### config.mk
export PLATFORM = sky130hd
export DESIGN_NAME = twiddle_factor_gen
export DESIGN_NICKNAME = d
export VERILOG_FILES = /design/src/rtl/twiddle_pkg.sv /design/src/rtl/twiddle_out_fifo.sv /design/src/rtl/twiddle_factor_gen.sv
export SDC_FILE = /design/constraint.sdc
export NUM_CORES = 1
export LEC_CHECK = 0
export ABC_AREA = 1
export CAP_MARGIN = 20
export CORE_MARGIN = 5
export CORE_UTILIZATION = 35
export DETAILED_ROUTE_END_ITERATION = 6
export HOLD_SLACK_MARGIN = 0.05
export PLACE_DENSITY = 0.64
export SLEW_MARGIN = 20
export SYNTH_ARGS = -nofsm -noshare
export SYNTH_HDL_FRONTEND = slang
export SYNTH_SLANG_ARGS = --single-unit
### constraint.sdc
create_clock -name clk -period 3.3 [get_ports clk]
set_clock_uncertainty 0.05 [all_clocks]
set_input_delay 0.495 -clock clk [delete_from_list [all_inputs] [get_ports clk]]
set_output_delay 0.495 -clock clk [all_outputs]
set_load 0.005 [all_outputs]
### src/rtl/twiddle_pkg.sv
// rtl/twiddle_pkg.sv - shared types, constants and quadrant folding for the twiddle generator
package twiddle_pkg;

    // Default geometry: 1024-point maximum transform, 16-bit signed twiddles.
    localparam int TW_FFT_N      = 10;
    localparam int TW_FFT_DW     = 16;
    localparam int TW_ROM_AW     = TW_FFT_N - 2;
    localparam int TW_FULL_SCALE = (1 << (TW_FFT_DW - 1)) - 1;

    // Working width of the quadrant mapper; wide enough for any FFT_DW the top can take.
    localparam int TW_MAP_W = 32;

    typedef enum logic [1:0] {
        Q0 = 2'd0,
        Q1 = 2'd1,
        Q2 = 2'd2,
        Q3 = 2'd3
    } quadrant_t;

    typedef enum logic {
        SEQ_IDLE   = 1'b0,
        SEQ_SIN_RD = 1'b1
    } seq_state_t;

    // Per-request bookkeeping that travels alongside the ROM reads.
    typedef struct packed {
        logic      valid;
        quadrant_t q;
        logic      ifft;
        logic      sin_zero;
    } tw_tag_t;

    // Rotate the first-quadrant (cos, sin) magnitudes into the full circle and
    // apply the forward/inverse sign on the imaginary part. Returns {real, imag}
    // as two's-complement TW_MAP_W-bit words; callers keep the low bits they need.
    function automatic logic [2*TW_MAP_W-1:0] quad_map(
        input quadrant_t             q,
        input logic [TW_MAP_W-1:0]   cos_mag,
        input logic [TW_MAP_W-1:0]   sin_mag,
        input logic                  inv
    );
        logic [TW_MAP_W-1:0] c;
        logic [TW_MAP_W-1:0] s;
        c = cos_mag;
        s = sin_mag;
        case (q)
            Q0: begin c = cos_mag;  s = sin_mag;  end
            Q1: begin c = -sin_mag; s = cos_mag;  end
            Q2: begin c = -cos_mag; s = -sin_mag; end
            Q3: begin c = sin_mag;  s = -cos_mag; end
            default: begin c = cos_mag; s = sin_mag; end
        endcase
        return {c, (inv ? s : -s)};
    endfunction

endpackage

### src/rtl/twiddle_out_fifo.sv
// rtl/twiddle_out_fifo.sv - 2-entry result buffer absorbing output back-pressure
module twiddle_out_fifo
    import twiddle_pkg::*;
#(
    parameter int WIDTH = 2 * TW_FFT_DW
) (
    input  logic             clk,
    input  logic             reset,
    input  logic             push,
    input  logic             pop,
    input  logic [WIDTH-1:0] wdata,
    output logic [WIDTH-1:0] rdata,
    output logic [1:0]       count,
    output logic             full,
    output logic             empty
);

    logic [WIDTH-1:0] mem [2];
    logic             wr_ptr;
    logic             rd_ptr;
    logic [1:0]       cnt;

    // Storage, pointers and occupancy; push and pop in one cycle leave the count unchanged.
    always_ff @(posedge clk) begin
        if (reset) begin
            mem[0] <= '0;
            mem[1] <= '0;
            wr_ptr <= 1'b0;
            rd_ptr <= 1'b0;
            cnt    <= 2'd0;
        end else begin
            if (push) begin
                mem[wr_ptr] <= wdata;
                wr_ptr      <= ~wr_ptr;
            end
            if (pop) begin
                rd_ptr <= ~rd_ptr;
            end
            case ({push, pop})
                2'b10:   cnt <= cnt + 2'd1;
                2'b01:   cnt <= cnt - 2'd1;
                default: cnt <= cnt;
            endcase
        end
    end

    // Head entry is presented directly, so it holds steady until popped.
    assign rdata = mem[rd_ptr];
    assign count = cnt;
    assign full  = (cnt == 2'd2);
    assign empty = (cnt == 2'd0);

endmodule

### src/rtl/twiddle_factor_gen.sv
// rtl/twiddle_factor_gen.sv - full-circle twiddle generator over a quarter-wave cosine ROM
module twiddle_factor_gen
    import twiddle_pkg::*;
#(
    parameter int FFT_N   = TW_FFT_N,
    parameter int FFT_DW  = TW_FFT_DW,
    parameter int ROM_LAT = 1
) (
    input  logic                clk,
    input  logic                reset,
    input  logic [3:0]          cfg_log2n,
    input  logic                ifft,
    input  logic                req_valid,
    output logic                req_ready,
    input  logic [FFT_N-1:0]    req_k,
    output logic                out_valid,
    input  logic                out_ready,
    output logic [FFT_DW-1:0]   out_real,
    output logic [FFT_DW-1:0]   out_imag,
    output logic                rom_en,
    output logic [FFT_N-3:0]    rom_addr,
    input  logic [FFT_DW-2:0]   rom_data
);

    localparam int ROM_AW = FFT_N - 2;
    // Tag stage i describes the request accepted i cycles ago; the last stage is the FIFO write.
    localparam int PIPE_D = ROM_LAT + 1;

    seq_state_t          state;
    seq_state_t          state_next;
    logic                accept;
    logic [ROM_AW-1:0]   a_reg;

    logic [FFT_N-1:0]    k_masked;
    logic [FFT_N-1:0]    ks;
    logic [4:0]          shamt;

    tw_tag_t             tag_in;
    tw_tag_t             tag_pipe [1:PIPE_D];

    logic [FFT_DW-2:0]   cos_r;
    logic [FFT_DW-2:0]   sin_eff;
    logic [1:0]          inflight;
    logic [2:0]          credits_used;

    logic                push;
    logic                pop;
    logic [2*FFT_DW-1:0] fifo_wdata;
    logic [2*FFT_DW-1:0] fifo_rdata;
    logic [1:0]          fifo_count;
    logic                fifo_full;
    logic                fifo_empty;

    // Map k of an n-point transform onto the N-point index space.
    always_comb begin
        k_masked = req_k & ~({FFT_N{1'b1}} << cfg_log2n);
        shamt    = 5'(FFT_N) - {1'b0, cfg_log2n};
        ks       = k_masked << shamt;
    end

    // ROM sequencer: cos read on the accept cycle, sin read on the next; also owns the request handshake.
    always_comb begin
        state_next   = state;
        req_ready    = 1'b0;
        accept       = 1'b0;
        rom_en       = 1'b0;
        rom_addr     = '0;
        credits_used = {1'b0, fifo_count} + {1'b0, inflight};
        if (!reset) begin
            case (state)
                SEQ_IDLE: begin
                    req_ready = !fifo_full && (credits_used < 3'd2);
                    accept    = req_valid && req_ready;
                    if (accept) begin
                        rom_en     = 1'b1;
                        rom_addr   = ks[ROM_AW-1:0];
                        state_next = SEQ_SIN_RD;
                    end
                end
                SEQ_SIN_RD: begin
                    // N/4 - a in ROM_AW bits; N/4 itself wraps to zero, so this is just -a.
                    rom_en     = 1'b1;
                    rom_addr   = {ROM_AW{1'b0}} - a_reg;
                    state_next = SEQ_IDLE;
                end
                default: state_next = SEQ_IDLE;
            endcase
        end
    end

    // Sequencer state and the first-quadrant offset kept for the sin read.
    always_ff @(posedge clk) begin
        if (reset) begin
            state <= SEQ_IDLE;
            a_reg <= '0;
        end else begin
            state <= state_next;
            if (accept) begin
                a_reg <= ks[ROM_AW-1:0];
            end
        end
    end

    // Tag for the request being accepted this cycle; a==0 means the sin read aliases cos(0).
    always_comb begin
        tag_in.valid    = accept;
        tag_in.q        = quadrant_t'(ks[FFT_N-1:FFT_N-2]);
        tag_in.ifft     = ifft;
        tag_in.sin_zero = (ks[ROM_AW-1:0] == '0);
    end

    // Tag shift register tracking each request through the ROM latency.
    always_ff @(posedge clk) begin
        if (reset) begin
            for (int i = 1; i <= PIPE_D; i++) begin
                tag_pipe[i] <= '0;
            end
        end else begin
            tag_pipe[1] <= tag_in;
            for (int i = 2; i <= PIPE_D; i++) begin
                tag_pipe[i] <= tag_pipe[i-1];
            end
        end
    end

    // Hold the cos magnitude until its sin partner arrives one cycle later.
    always_ff @(posedge clk) begin
        if (reset) begin
            cos_r <= '0;
        end else if (tag_pipe[ROM_LAT].valid) begin
            cos_r <= rom_data;
        end
    end

    // Requests accepted but not yet written into the FIFO; counted against the FIFO depth.
    always_ff @(posedge clk) begin
        if (reset) begin
            inflight <= 2'd0;
        end else begin
            case ({accept, push})
                2'b10:   inflight <= inflight + 2'd1;
                2'b01:   inflight <= inflight - 2'd1;
                default: inflight <= inflight;
            endcase
        end
    end

    // The sin word is consumed straight off the ROM bus together with the FIFO write.
    assign push    = tag_pipe[PIPE_D].valid;
    assign sin_eff = tag_pipe[PIPE_D].sin_zero ? '0 : rom_data;

    assign fifo_wdata = {
        FFT_DW'(quad_map(tag_pipe[PIPE_D].q, TW_MAP_W'(cos_r), TW_MAP_W'(sin_eff),
                         tag_pipe[PIPE_D].ifft) >> TW_MAP_W),
        FFT_DW'(quad_map(tag_pipe[PIPE_D].q, TW_MAP_W'(cos_r), TW_MAP_W'(sin_eff),
                         tag_pipe[PIPE_D].ifft))
    };

    assign pop = out_valid && out_ready;

    twiddle_out_fifo #(
        .WIDTH (2 * FFT_DW)
    ) u_out_fifo (
        .clk   (clk),
        .reset (reset),
        .push  (push),
        .pop   (pop),
        .wdata (fifo_wdata),
        .rdata (fifo_rdata),
        .count (fifo_count),
        .full  (fifo_full),
        .empty (fifo_empty)
    );

    assign out_valid = !fifo_empty;
    assign out_real  = fifo_rdata[2*FFT_DW-1:FFT_DW];
    assign out_imag  = fifo_rdata[FFT_DW-1:0];

endmodule
---- Yosys cells after proc, flatten, opt, wreduce, memory -nomap -nowiden ----
Memories as Yosys holds them, arrays and structs flattened. A register that Yosys moved wholly into a read port is not among the register bits.
Cells that the tools add are included.
cells by class
  $add $sub $neg .......................... 10
  $mul .................................... 0
  divide/modulo/power cells ............... 0
  magnitude comparators ................... 1
  equal/unequal tests ..................... 8
  shift operators ......................... 2
  mux-type cells .......................... 30
  bitwise operators ....................... 7
  reduce and logical (&&, ||, !) cells .... 11
operators by type and width
  operator                                             number
  one-hot mux 16 bit (4 select lines)                  2
  two-way mux 32 bit                                   1
  negator 15 -> 16 bit                                 2
  OR reduction 32 bit                                  1
  two-way mux 1 bit                                    16
  two-way mux 16 bit                                   1
  two-way mux 8 bit                                    2
  negator 16 bit                                       1
  one-hot mux 8 bit (2 select lines)                   1
  two-way mux 15 bit                                   1
  bitwise AND 10 bit                                   1
  equality test 2 bit, second input constant           5
  two-way mux 5 bit                                    2
  NOT 10 bit                                           1
  << shifter 10 x 4 -> 10 bit, first input constant    1
  << shifter 10 x 5 -> 10 bit                          1
  logical NOT 8 bit                                    1
  one-hot mux 2 bit (2 select lines)                   2
  subtractor 1 x 8 -> 8 bit, first input constant      1
  equality test 2 x 1 -> 1 bit, second input constant  3
  subtractor 4 x 4 -> 5 bit, first input constant      1
  adder 2 x 1 -> 2 bit, second input constant          2
  logical NOT 2 bit                                    2
  one-hot mux 1 bit (2 select lines)                   2
  other kinds (8)                                      16
storage, ports and cells
  register bits after elaboration ......... 30
  latch bits .............................. 0
  RAM bits ................................ 74
  memory bits (read-only) ................. 0
  input bits .............................. 34
  word-level logic and storage cells ...... 78
  memories ................................ 2
memories
  memory          depth  width  read ports  clocked after Yosys merged registers in  wr ports  line                      text
  u_out_fifo.mem  2      32     1           1                                        2         twiddle_out_fifo.sv:18    logic [WIDTH-1:0] mem [2];
  tag_pipe        2      5      2           0                                        2         twiddle_factor_gen.sv:39  tw_tag_t tag_pipe [1:PIPE_D];

---- Longest topological paths before layout ----
  depth in word-level cells ............... 8
  mapped depth ............................ 20
  mapped depth without buffers ............ 19

---- Cells and area by module ----
Synthesis repeated with hierarchy kept, for this count alone.
unflattened totals
  cell total of the unflattened synthesis .. 955
  area total of the unflattened synthesis .. 7,070.5 um2
by module, submodules not included
  module              times used  cells an instance  area each (um2)
  twiddle_factor_gen  1           718                4,002.6
  twiddle_out_fifo    1           237                3,067.9

---- Worst setup path after synthesis ----
Ideal clock, no wire load.
  kind .................................... in2reg
  start point ............................. input reset
  end point ............................... memory u_out_fifo.mem[0][0] (netlist bit), enable pin
  setup time .............................. 0.389 ns
  arrival time ............................ 2.313 ns
  required time ........................... 2.861 ns
  setup slack ............................. 0.547 ns
  cell stages on the path ................. 4
  buffers on the path ..................... 1
  cell sequence ........................... nor3_1 -> clkinv_1 -> clkbuf_1 -> nand2_1
RTL lines
  what             line                      text
  start, declared  twiddle_factor_gen.sv:10  input logic reset,
  end, declared    twiddle_out_fifo.sv:18

---- Final worst setup path ----
  start point ............................. register inflight[0]
  end point ............................... output rom_addr[0]
on the way
  cells in the longest elaborated chain, start to end .. 7
ends and longest elaborated chain
  what                                line                       text
  start, declared                     twiddle_factor_gen.sv:43   logic [1:0] inflight;
  start signal, assigned              twiddle_factor_gen.sv:141  2'b10: inflight <= inflight + 2'd1;
  start signal, assigned              twiddle_factor_gen.sv:142  2'b01: inflight <= inflight - 2'd1;
  start signal, assigned              twiddle_factor_gen.sv:143  default: inflight <= inflight;
  adder 2 x 2 -> 3 bit                twiddle_factor_gen.sv:68   credits_used = {1'b0, fifo_count} + {1'b0, inflight};
  < comparator 3 x 2 -> 1 bit         twiddle_factor_gen.sv:72   req_ready = !fifo_full && (credits_used < 3'd2);
  logical AND 1 bit                   twiddle_factor_gen.sv:72
  logical AND 1 bit                   twiddle_factor_gen.sv:73   accept = req_valid && req_ready;
  two-way mux 8 bit                   twiddle_factor_gen.sv:74   if (accept) begin
  one-hot mux 8 bit (2 select lines)  twiddle_factor_gen.sv:70   case (state)
  two-way mux 8 bit                   twiddle_factor_gen.sv:69   if (!reset) begin
  end, declared                       twiddle_factor_gen.sv:21   output logic [FFT_N-3:0] rom_addr,
Every way passes these cells.

==> impl_metrics.toml <==
[run_status]
status = "completed"

[worst_setup_path]
path_class = "reg -> out"
cp.arrival_ns = 2.50
reg2reg_slack_ns = 0.40
crit_top_cell = "nand2_1"
endpoint_kind = "primary output"
crit_slowest_cell = "fa_1"
worstPathCellList = "nand2_1 -> inv_1 -> fa_1 -> a211oi_2 -> nand2_1 -> a21oi_2 -> buf_4 -> o21ai_0 -> a21oi_1 -> dlygate4sd2_1"
slowest_delay_ns = 0.43
crit_family = "compound AO/OA/AOI/OAI gates"
path_buf_inv = 3
path_max_fanout = 5
required_ns = 2.75
start_kind = "flip-flop"

[clock_network]
cts_root_buf = "clkbuf_16"
cts_buffers = 9
cts_tree = "done"
clk_latency_ns = 0.36
htreeDepth = 3
cts_num_sinks = 105
cts_buffer_depth = 2
clk_transition_reported_paths_ns = 0.08

[power]
p_per_area_nw_per_um2 = 446
peakVddDrop_v = 0.000228
power_leakage_nw = 3.85

[cells_and_area]
final_area_um2 = 8510
multi_input_area_um2 = 3520
antenna_cells = 0
ff_latch_area_um2 = 2750
n_fill_cell = 1950
final_util_pct = 44.0
area_growth_pct = 24.6
regMostFlops = "u_out_fifo.mem"
nets = 1094
drive_above_1_share_pct = 13.7
largest_reg_flops = 64
fin_cells = 1319
reg_top3 = "u_out_fifo.mem: 64 flops, cos_r: 15 flops, tag_pipe: 10 flops"

[sta]
setup_viol = 0
holdWs_ns = 0.357
setup_tns_ns = 0
fin_crit_ns = 3.05
tightest_slew_ns = 0.676
rsz0062_at_grt = "false"
slew_headroom_pct = 54.6
post-route-period-util_pct = 92.3
fmax_mhz = 328
drv_slew = 0
hold_viol_final = 0

[detailed_routing]
totalWireLength_mm = 19.0
ant_nets = 0
vias = 6535
wl_per_cell_um = 14.4
viasPerCell = 4.95
dr.pass1.iters = 6
drcViolationCount = 0
first_iter_violations = 561

[placed_design]
dp.cells = 1302
dpl.hpwl_mm = 14.5
io_buffers = 76
gp_congestion = 0.950
placed_area_um2 = 8160

[global_routing]
grt_max_degree = 33
antenna_found_initial = 0
grt_usage_pct = 17.5
overflow = 0
grt_pass1_wl_mm = 31.4
grt_pass1_vias = 6104

[floorplanning]
dieWidth_um = 150
die-area_um2 = 22400
rows = 51
initial_core_util_pct = 35.3
ios = 77
dieHeight_um = 150
coreArea_um2 = 19300

[logic_synthesis]
synth.avg_cell_area_um2 = 7.23
yosys.area_share.simple_pct = 29.4
yosysWarnings = 0
synth-compound-area-share_pct = 12.7
syn_inst = 945
synth_xor_area_share_pct = 1.41
synthArstFlopShare_pct = 0
synth_top_family_by_area = "simple AND/OR/NAND/NOR gates"
synthMuxAreaShare_pct = 5.42
synth_top_area_share_pct = 28.1
synth_area_leaders = "edfxtp_1 (28%), nand2_1 (12%), dfxtp_1 (12%), nand3_1 (6.7%), nor2_1 (6.5%)"
synth_nets = 990
synth_top_flop_cell = "edfxtp_1"
synth_edf_count = 64
synth_area_um2 = 6830
synth-seq-area-share_pct = 40.2
ys_types = 40
yosysTopAreaCell = "edfxtp_1"
ys_ff_latch = 105
synth_adder_area_share_pct = 2.13

[hold_path]
min_path_type = "reg -> reg"

[job]
max-cap-violations = 0
worst paths after layout:
| kind | start | to | depth (start not counted) |
|---|---|---|---|
| hold reg to reg | tag_pipe[1][0] | tag_pipe[2][0] | 2 |
| setup reg to reg | tag_pipe[2][0] | u_out_fifo.mem[1][10] | 17 |
| hold / removal | tag_pipe[1][0] | tag_pipe[2][0] | 2 |
| setup / recovery | inflight[0] | rom_addr[0] | 10 |
final cells by class:
class	count	share of cell area, %
inverter	126	5.56
clock inverter	4	0.382
clock buffer	12	3.04
multi-input combinational	684	41.4
sequential	105	32.3
timing repair buffer	123	13.4
tap	265	3.90
synth_stat cells, types with 2 or more instances:
cell,count
nand2_1,221
nor2_1,118
inv_1,111
nand3_1,92
o21ai_0,69
edfxtp_1,64
a21oi_1,50
dfxtp_1,41
mux2_2,32
clkbuf_1,18
nor2_2,11
o211ai_1,11
ha_1,10
nand4_1,10
inv_2,9
nand2_2,8
xor2_1,8
buf_2,7
clkinv_1,6
o2111ai_1,6
o21ai_1,6
buf_1,4
nor3_1,4
or2_2,4
a211oi_1,3
o22ai_1,3
xnor2_1,3
a311oi_1,2
o21ai_2,2
o21bai_1,2
worst register-to-register path: stages, from the launching register on:
cell and delay (ns):
dfxtp_1 0.32, inv_2 0.32, nand2_2 0.09, ha_1 0.33, nand2_1 0.07, nand2_1 0.06
inv_2 0.05, nand3_1 0.06, inv_1 0.07, ha_1 0.16, nand3_1 0.07, a21oi_1 0.17
nand3_1 0.13, nand2_1 0.13, nand2_2 0.09, nor2_2 0.14, xor2_1 0.27, nor2_1 0.07
routing by layer:
layer	GRT usage, %	up-vias	wire, µm
li1	-	3345	-
met1	24.1	2950	8530
met2	27.7	213	8760
met3	3.24	27	1350
met4	6.08	0	401
met5	0	-	0
repair_timing:
item | in CTS | in global routing
hold buffers | 0 | 0
buffers inserted | 1 | 0
resized for setup | 17 | 14
endpoints found under the setup margin | 8 | 4
pin swaps | 3 | 6
gates cloned | 0 | 0
report_power, final:
part | switching, mW | internal, mW | leakage (nW)
logic | 0.707 | 0.470 | 2.70
registers | 0.0698 | 1.48 | 1.00
clock network | 0.494 | 0.570 | 0.148
total | 1.27 | 2.52 | 3.85
layout by cell type (no fill, tap or decap), drive strengths merged, types with 12 or more instances in the layout:
master	n
buf	47
clkdlybuf4s50	65
a21oi	50
o21ai	77
mux2	32
dfxtp	41
nand3	93
edfxtp	64
nor2	130
clkbuf	12
nand2	229
inv	123
kinds of logic (layout without fill, tap and decap cells):
kind of cell / after synthesis / after routing
multiplexers: 33 / 33
AND/OR/NAND/NOR: 473 / 473
flip-flops: 105 / 105
adder cells (fa/ha/maj): 11 / 11
buffers and inverters: 156 / 265
XOR/XNOR: 11 / 11
AO/OA/AOI/OAI: 156 / 156
stage by stage:
step	total power [mW]	setup slack (ns)
2_1_floorplan	2.29	0.547
3_3_place_gp	2.73	-0.189
3_5_place_dp	2.74	-0.194
4_1_cts	3.81	0.000200
5_1_grt	4.02	0.0768
6_report	3.79	0.254
(Power assumes the default switching activity.)
==> RTL change 1 (same flow settings) <==
Register the input `cfg_log2n` before use, without a reset. The logic sees it one clock later. The other inputs are not delayed to match.
--- a/src/rtl/twiddle_factor_gen.sv
+++ b/src/rtl/twiddle_factor_gen.sv
@@ -26,6 +26,12 @@
     // Tag stage i describes the request accepted i cycles ago; the last stage is the FIFO write.
     localparam int PIPE_D = ROM_LAT + 1;
 
+    logic [3:0] cfg_log2n_q;
+
+    always_ff @(posedge clk) begin
+        cfg_log2n_q <= cfg_log2n;
+    end
+
     seq_state_t          state;
     seq_state_t          state_next;
     logic                accept;
@@ -53,8 +59,8 @@
 
     // Map k of an n-point transform onto the N-point index space.
     always_comb begin
-        k_masked = req_k & ~({FFT_N{1'b1}} << cfg_log2n);
-        shamt    = 5'(FFT_N) - {1'b0, cfg_log2n};
+        k_masked = req_k & ~({FFT_N{1'b1}} << cfg_log2n_q);
+        shamt    = 5'(FFT_N) - {1'b0, cfg_log2n_q};
         ks       = k_masked << shamt;
     end
 
Behaviour: not the same (a bounded check fails within 4 cycles, from zero or initial values and one cycle with reset high).
==> RTL change 1 against the unedited design <==
  * Total power down 0.52%
  * Sequential cell count up 4
  * Setup slack worse by 0.092 ns
  * Wire length down 6.0%
  * Synthesized area up 0.49%
  * Die area up 0.46%
  * Design area down 2.5%
  * Largest cell class unchanged
==> RTL change 1: results (changes against the unedited design) <==
| Metric | Value |
|---|---|
| Status | finished, final reports clean |
| Drt wl/cell | 14.2 µm (-1.9%) |
| All-layer global routing usage | 15.9% (-1.6 points) |
| Synthesized area per cell | 7.47 µm² (+3.3%) |
| Layout cell share with drive strength beyond 1 | 12.5% (-1.1 points) |
| Critical path's top delay family | buffers and inverters |
| Data arrival time of the worst path | 2.59 ns (+0.09 ns) |
| Maximum clock path buffer count | 2 (unchanged) |
| Post-synth EDFFs | 64 (unchanged) |
| Seq/Total Area, Yosys | 41.1% (+0.97 points) |
| Ys Warns | 0 (unchanged) |
| Vias in the first global route | 5718 (-6.3%) |
| Diode count | 0 (unchanged) |
| Biggest regs | u_out_fifo.mem x64, cos_r x15, tag_pipe x10 |
| Top cells by count, synth | nand2_1 (203), nor2_1 (113), inv_1 (105) |
| Hold_sp | tag_pipe[1][2]$_SDFF_PP0_ |
| Post-synthesis cell type count | 46 (+15%) |
| Placed insts | 1246 (-4.3%) |
| Final HPWL DP | 13600 µm (-6.1%) |
| Final WL | 17900 µm (-6.0%) |
| Total number of vias | 6231 (-4.7%) |
| Clock Latency Late Sink | 0.35 ns |
| Htree depth | 3 (unchanged) |
| Fill cells | 2009 (+3.0%) |
| GRT met2 Usage | 26.1% (-1.6 points) |
| Pre-antenna DRT Iters | 5 (-1) |
| Layout Nets | 1040 (-4.9%) |
| Synthesized Nets | 964 (-2.6%) |
| Worst-Margin Slew | 0.747 ns (+0.0710 ns) |
| Worst Hold Class | register to register |
| Port bufs | 76 (unchanged) |
| Grt met1 use | 21.2% (-2.9 points) |
| Peak supply drop | 246 µV (+7.9%) |
| Clock transition at path regs | 0.07 ns |
| GR Layer Usage met3 | 3.45% (+0.21 points) |
| Top post-synthesis cells by area | edfxtp_1 (28%), dfxtp_1 (13%), nand2_1 (11%) |
| Clock Root Buffer | clkbuf_16 |
| Post-synth top flop | edfxtp_1 |
| DR iter-0 viols | 360 (-36%) |
| Pleak | 3.60 nW (-6.6%) |
| Antenna violations before repair | 0 (unchanged) |
| Final RePlAce weighted congestion | 0.961 (+1.2%) |
| Worst setup path startpoint | inflight[0]$_SDFFE_PP0P_ |
| Share of synthesized registers carrying an async set or reset | 0% (unchanged) |
| Peak per-stage delay on the critical path | 0.49 ns (+0.06 ns) |
| First-pass GRT wire length | 28700 µm (-8.4%) |
| Clock buffer count from CTS | 9 (unchanged) |
| Largest net degree at the start of global routing | 33 (unchanged) |
| CP max-delay cell | clkdlybuf4s50_1 |
| FF-to-FF Start | tag_pipe[2][0]$_SDFF_PP0_ |
RTL change 1: cell count changes after synthesis, sizes merged, moves of 4 or more:
cell | unedited run | this run
nor2 | 130 | 126
nand2 | 229 | 216
dfxtp | 41 | 45
inv | 120 | 114
nand3 | 93 | 80
RTL change 1: per-layer routing:
metal / up-vias / wire (µm)
li1: 3202 / -
met1: 2815 / 7970
met3: 21 / 1150
met5: - / 0
met4: 0 / 268
met2: 193 / 8510
RTL change 1: stage by stage:
stage	utilization (%)	setup TNS, ns	area, µm²	power [W]	worst slack (ns)
2_1_floorplan	-	0	6860	0.00237	0.576
3_3_place_gp	41.0	0	7940	0.00275	0.158
3_5_place_dp	41.0	0	7940	0.00275	0.0838
4_1_cts	42.5	0	8240	0.00379	0.0175
5_1_grt	42.8	-0.00288	8300	0.00400	-0.00288
6_report	42.8	0	8300	0.00377	0.162
RTL change 1: final timing paths:
| kind | endpoint | slack [ns] | depth (start not counted) |
|---|---|---|---|
| worst min register to register | tag_pipe[2][2]$_SDFF_PP0_ | 0.35 | 2 |
| worst min-delay path | tag_pipe[2][2]$_SDFF_PP0_ | 0.35 | 2 |
| worst max register to register | u_out_fifo.mem[0][10]$_SDFFCE_PN0P_ | 0.39 | 18 |
| worst max-delay path | rom_addr[5] | 0.16 | 11 |
RTL change 1: power breakdown:
part,total (W),switching [W],leakage [nW],internal [W]
registers,0.00160,0.0000670,1.03,0.00154
logic,0.00115,0.000694,2.43,0.000452
clock network,0.00102,0.000501,0.132,0.000522
total,0.00377,0.00126,3.60,0.00251
RTL change 1: logic make-up (layout without fill, tap and decap cells):
| group | after synthesis | after routing | synth area share [%] |
|---|---|---|---|
| mux | 32 | 32 | 5.25 |
| buf+inv | 150 | 230 | 8.61 |
| flops | 109 | 109 | 41.1 |
| fa+ha+maj | 11 | 11 | 2.12 |
| compound gates | 159 | 159 | 13.0 |
| simple gates | 445 | 445 | 28.3 |
| xor+xnor | 13 | 13 | 1.66 |
RTL change 1: layout make-up:
type / instances / area, µm² / area share (%)
timing repair buffer: 97 / 926 / 11.2
tap: 265 / 332 / 4.00
sequential: 109 / 2830 / 34.1
clock buffer: 9 / 225 / 2.71
multi-input combinational: 660 / 3490 / 42.0
inverter: 118 / 447 / 5.38
clock inverter: 6 / 55.1 / 0.663
RTL change 1: what timing repair did:
action	4_1_cts	5_1_grt
hold buffers	0	0
setup buffers	0	3
resized for setup	4	17
endpoints found under the setup margin	8	11
pin swaps	0	5
RTL change 1: tightest hold or removal path, delay by kind of cell (launching register included):
family | cells | cell delay, ns
flops | 1 | 0.30
buf+inv | 1 | 0.04
simple gates | 1 | 0.03
==> RTL change 2 (same settings) <==
Without the edit above. The parameter `ROM_LAT` goes from 1 to 2.
--- a/src/rtl/twiddle_factor_gen.sv
+++ b/src/rtl/twiddle_factor_gen.sv
@@ -4,7 +4,7 @@
 #(
     parameter int FFT_N   = TW_FFT_N,
     parameter int FFT_DW  = TW_FFT_DW,
-    parameter int ROM_LAT = 1
+    parameter int ROM_LAT = 2
 ) (
     input  logic                clk,
     input  logic                reset,
Behaviour: not the same (a bounded check fails within 4 cycles, from zero or initial values and one cycle with reset high).
==> RTL change 2 against the unedited design <==
  * Wire length decreased by 7.4%
  * Total power shrank 5.9%
  * Sequential cell count grew 5
  * Synthesized area grew 1.5%
  * Non-clock buffer count decreased by 1
  * Setup slack got worse by 0.24 ns
  * Combinational power is 27% lower
  * Synthesized cell count fell by 1.6%
  * Via count fell by 4.4%
  * Design area grew 1.4%
  * Largest power group unchanged
  * Highest routed layer is now met5
==> RTL change 2: results (changes against the unedited design) <==
| Metric | Value |
|---|---|
| Status | finished, final reports clean |
| Core Util, Final | 44.3% (+0.30 points) |
| Synthesized area per cell | 7.45 µm² (+3.2%) |
| DR iter-0 viols | 391 (-30%) |
| FF-to-FF Start | tag_pipe[0][15]$_SDFF_PP0_ |
| P_sw | 0.00108 W (-15%) |
| Met2 WL post-DR | 8180 µm (-6.7%) |
| Post-Place Setup Slack | -0.240 ns (-0.0457 ns) |
| Final RePlAce weighted congestion | 0.910 (-4.2%) |
| Layout Nets | 1078 (-1.5%) |
| Vias per std cell | 4.79 (-3.3%) |
| CP max FO | 6 (+1) |
| Biggest regs | u_out_fifo.mem x64, cos_r x15, tag_pipe x15 |
| Placed inst area | 8250 µm² (+1.1%) |
| Final WL | 17600 µm (-7.4%) |
| Fin cells | 1303 (-1.2%) |
| Layout cell share with drive strength beyond 1 | 14.9% (+1.3 points) |
| Peak supply drop | 240 µV (+5.3%) |
| First-pass GRT wire length | 28900 µm (-8.0%) |
| Reg2Reg Setup Slack | 0.63 ns (+0.23 ns) |
| Top cells by count, synth | nand2_1 (181), nor2_1 (151), inv_1 (108) |
| CP max-delay cell | clkdlybuf4s50_1 |
| Hold path endpoint | tag_pipe[0][12]$_SDFF_PP0_ |
| Synthesized Nets | 975 (-1.5%) |
| GR Layer Usage met3 | 3.91% (+0.67 points) |
| Worst-Margin Slew | 0.594 ns (-0.0825 ns) |
| Crit path capture | rom_addr[5] |
| Post-synth EDFFs | 64 (unchanged) |
| Pleak | 3.71 nW (-3.6%) |
| Seq/Total Area, Yosys | 41.0% (+0.83 points) |
| Vias in the first global route | 5923 (-3.0%) |
| R2R depth | 15 (-2) |
| Post-synthesis cell type count | 41 (+2.5%) |
| Worst setup path startpoint | cfg_log2n[1] |
| Antenna violations before repair | 1 (+1) |
| Clock share of power | 31.9% (+3.9 points) |
| Critical path's top delay family | buffers and inverters |
| Peak per-stage delay on the critical path | 0.50 ns (+0.07 ns) |
| R2r endpoint | u_out_fifo.mem[1][11]$_SDFFCE_PN0P_ |
| Met1 wire length | 8110 µm (-4.9%) |
| Top post-synthesis cells by area | edfxtp_1 (28%), dfxtp_1 (13%), nand2_1 (9.8%) |
| Cell Int Power | 0.00249 W (-1.1%) |
| Post-CTS setup buffers | 0 (-1) |
| Top Layer Used | met5 |
| Hold_sp | tag_pipe[0][7]$_SDFF_PP0_ |
| Wire length on met3 | 1070 µm (-21%) |
RTL change 2: cell types whose count changed after synthesis, moves of 5 or more:
cell	delta
inv_2	-6
nand2_1	-40
nand2_4	+6
buf_2	-7
nor2_2	-6
nor2_1	+33
nand3_1	-8
clkbuf_1	+5
nand3_2	+5
dfxtp_1	+5
o2111ai_1	-5
nand3b_1	+5
RTL change 2: kinds of logic after synthesis:
logic type | synth area share, %
and+or+nand+nor | 30.4
AOI/OAI and AO/OA | 11.8
buffers and inverters | 8.01
DFF | 41.0
muxes | 5.20
xor gates and xnor gates | 1.52
adders and majority gates | 2.09
RTL change 2: layout make-up:
class,instances,share of cell area [%]
Timing Repair Buffer,122,12.8
Clock buffer,10,2.90
Clock inverter,6,0.798
Tap cell,265,3.84
Multi-Input combinational cell,674,41.6
Inverter,116,5.05
Sequential cell,110,33.0
RTL change 2: timing repair:
item	CTS	global route
pin swaps	7	2
setup endpoints to repair	8	6
gates resized for setup	23	12
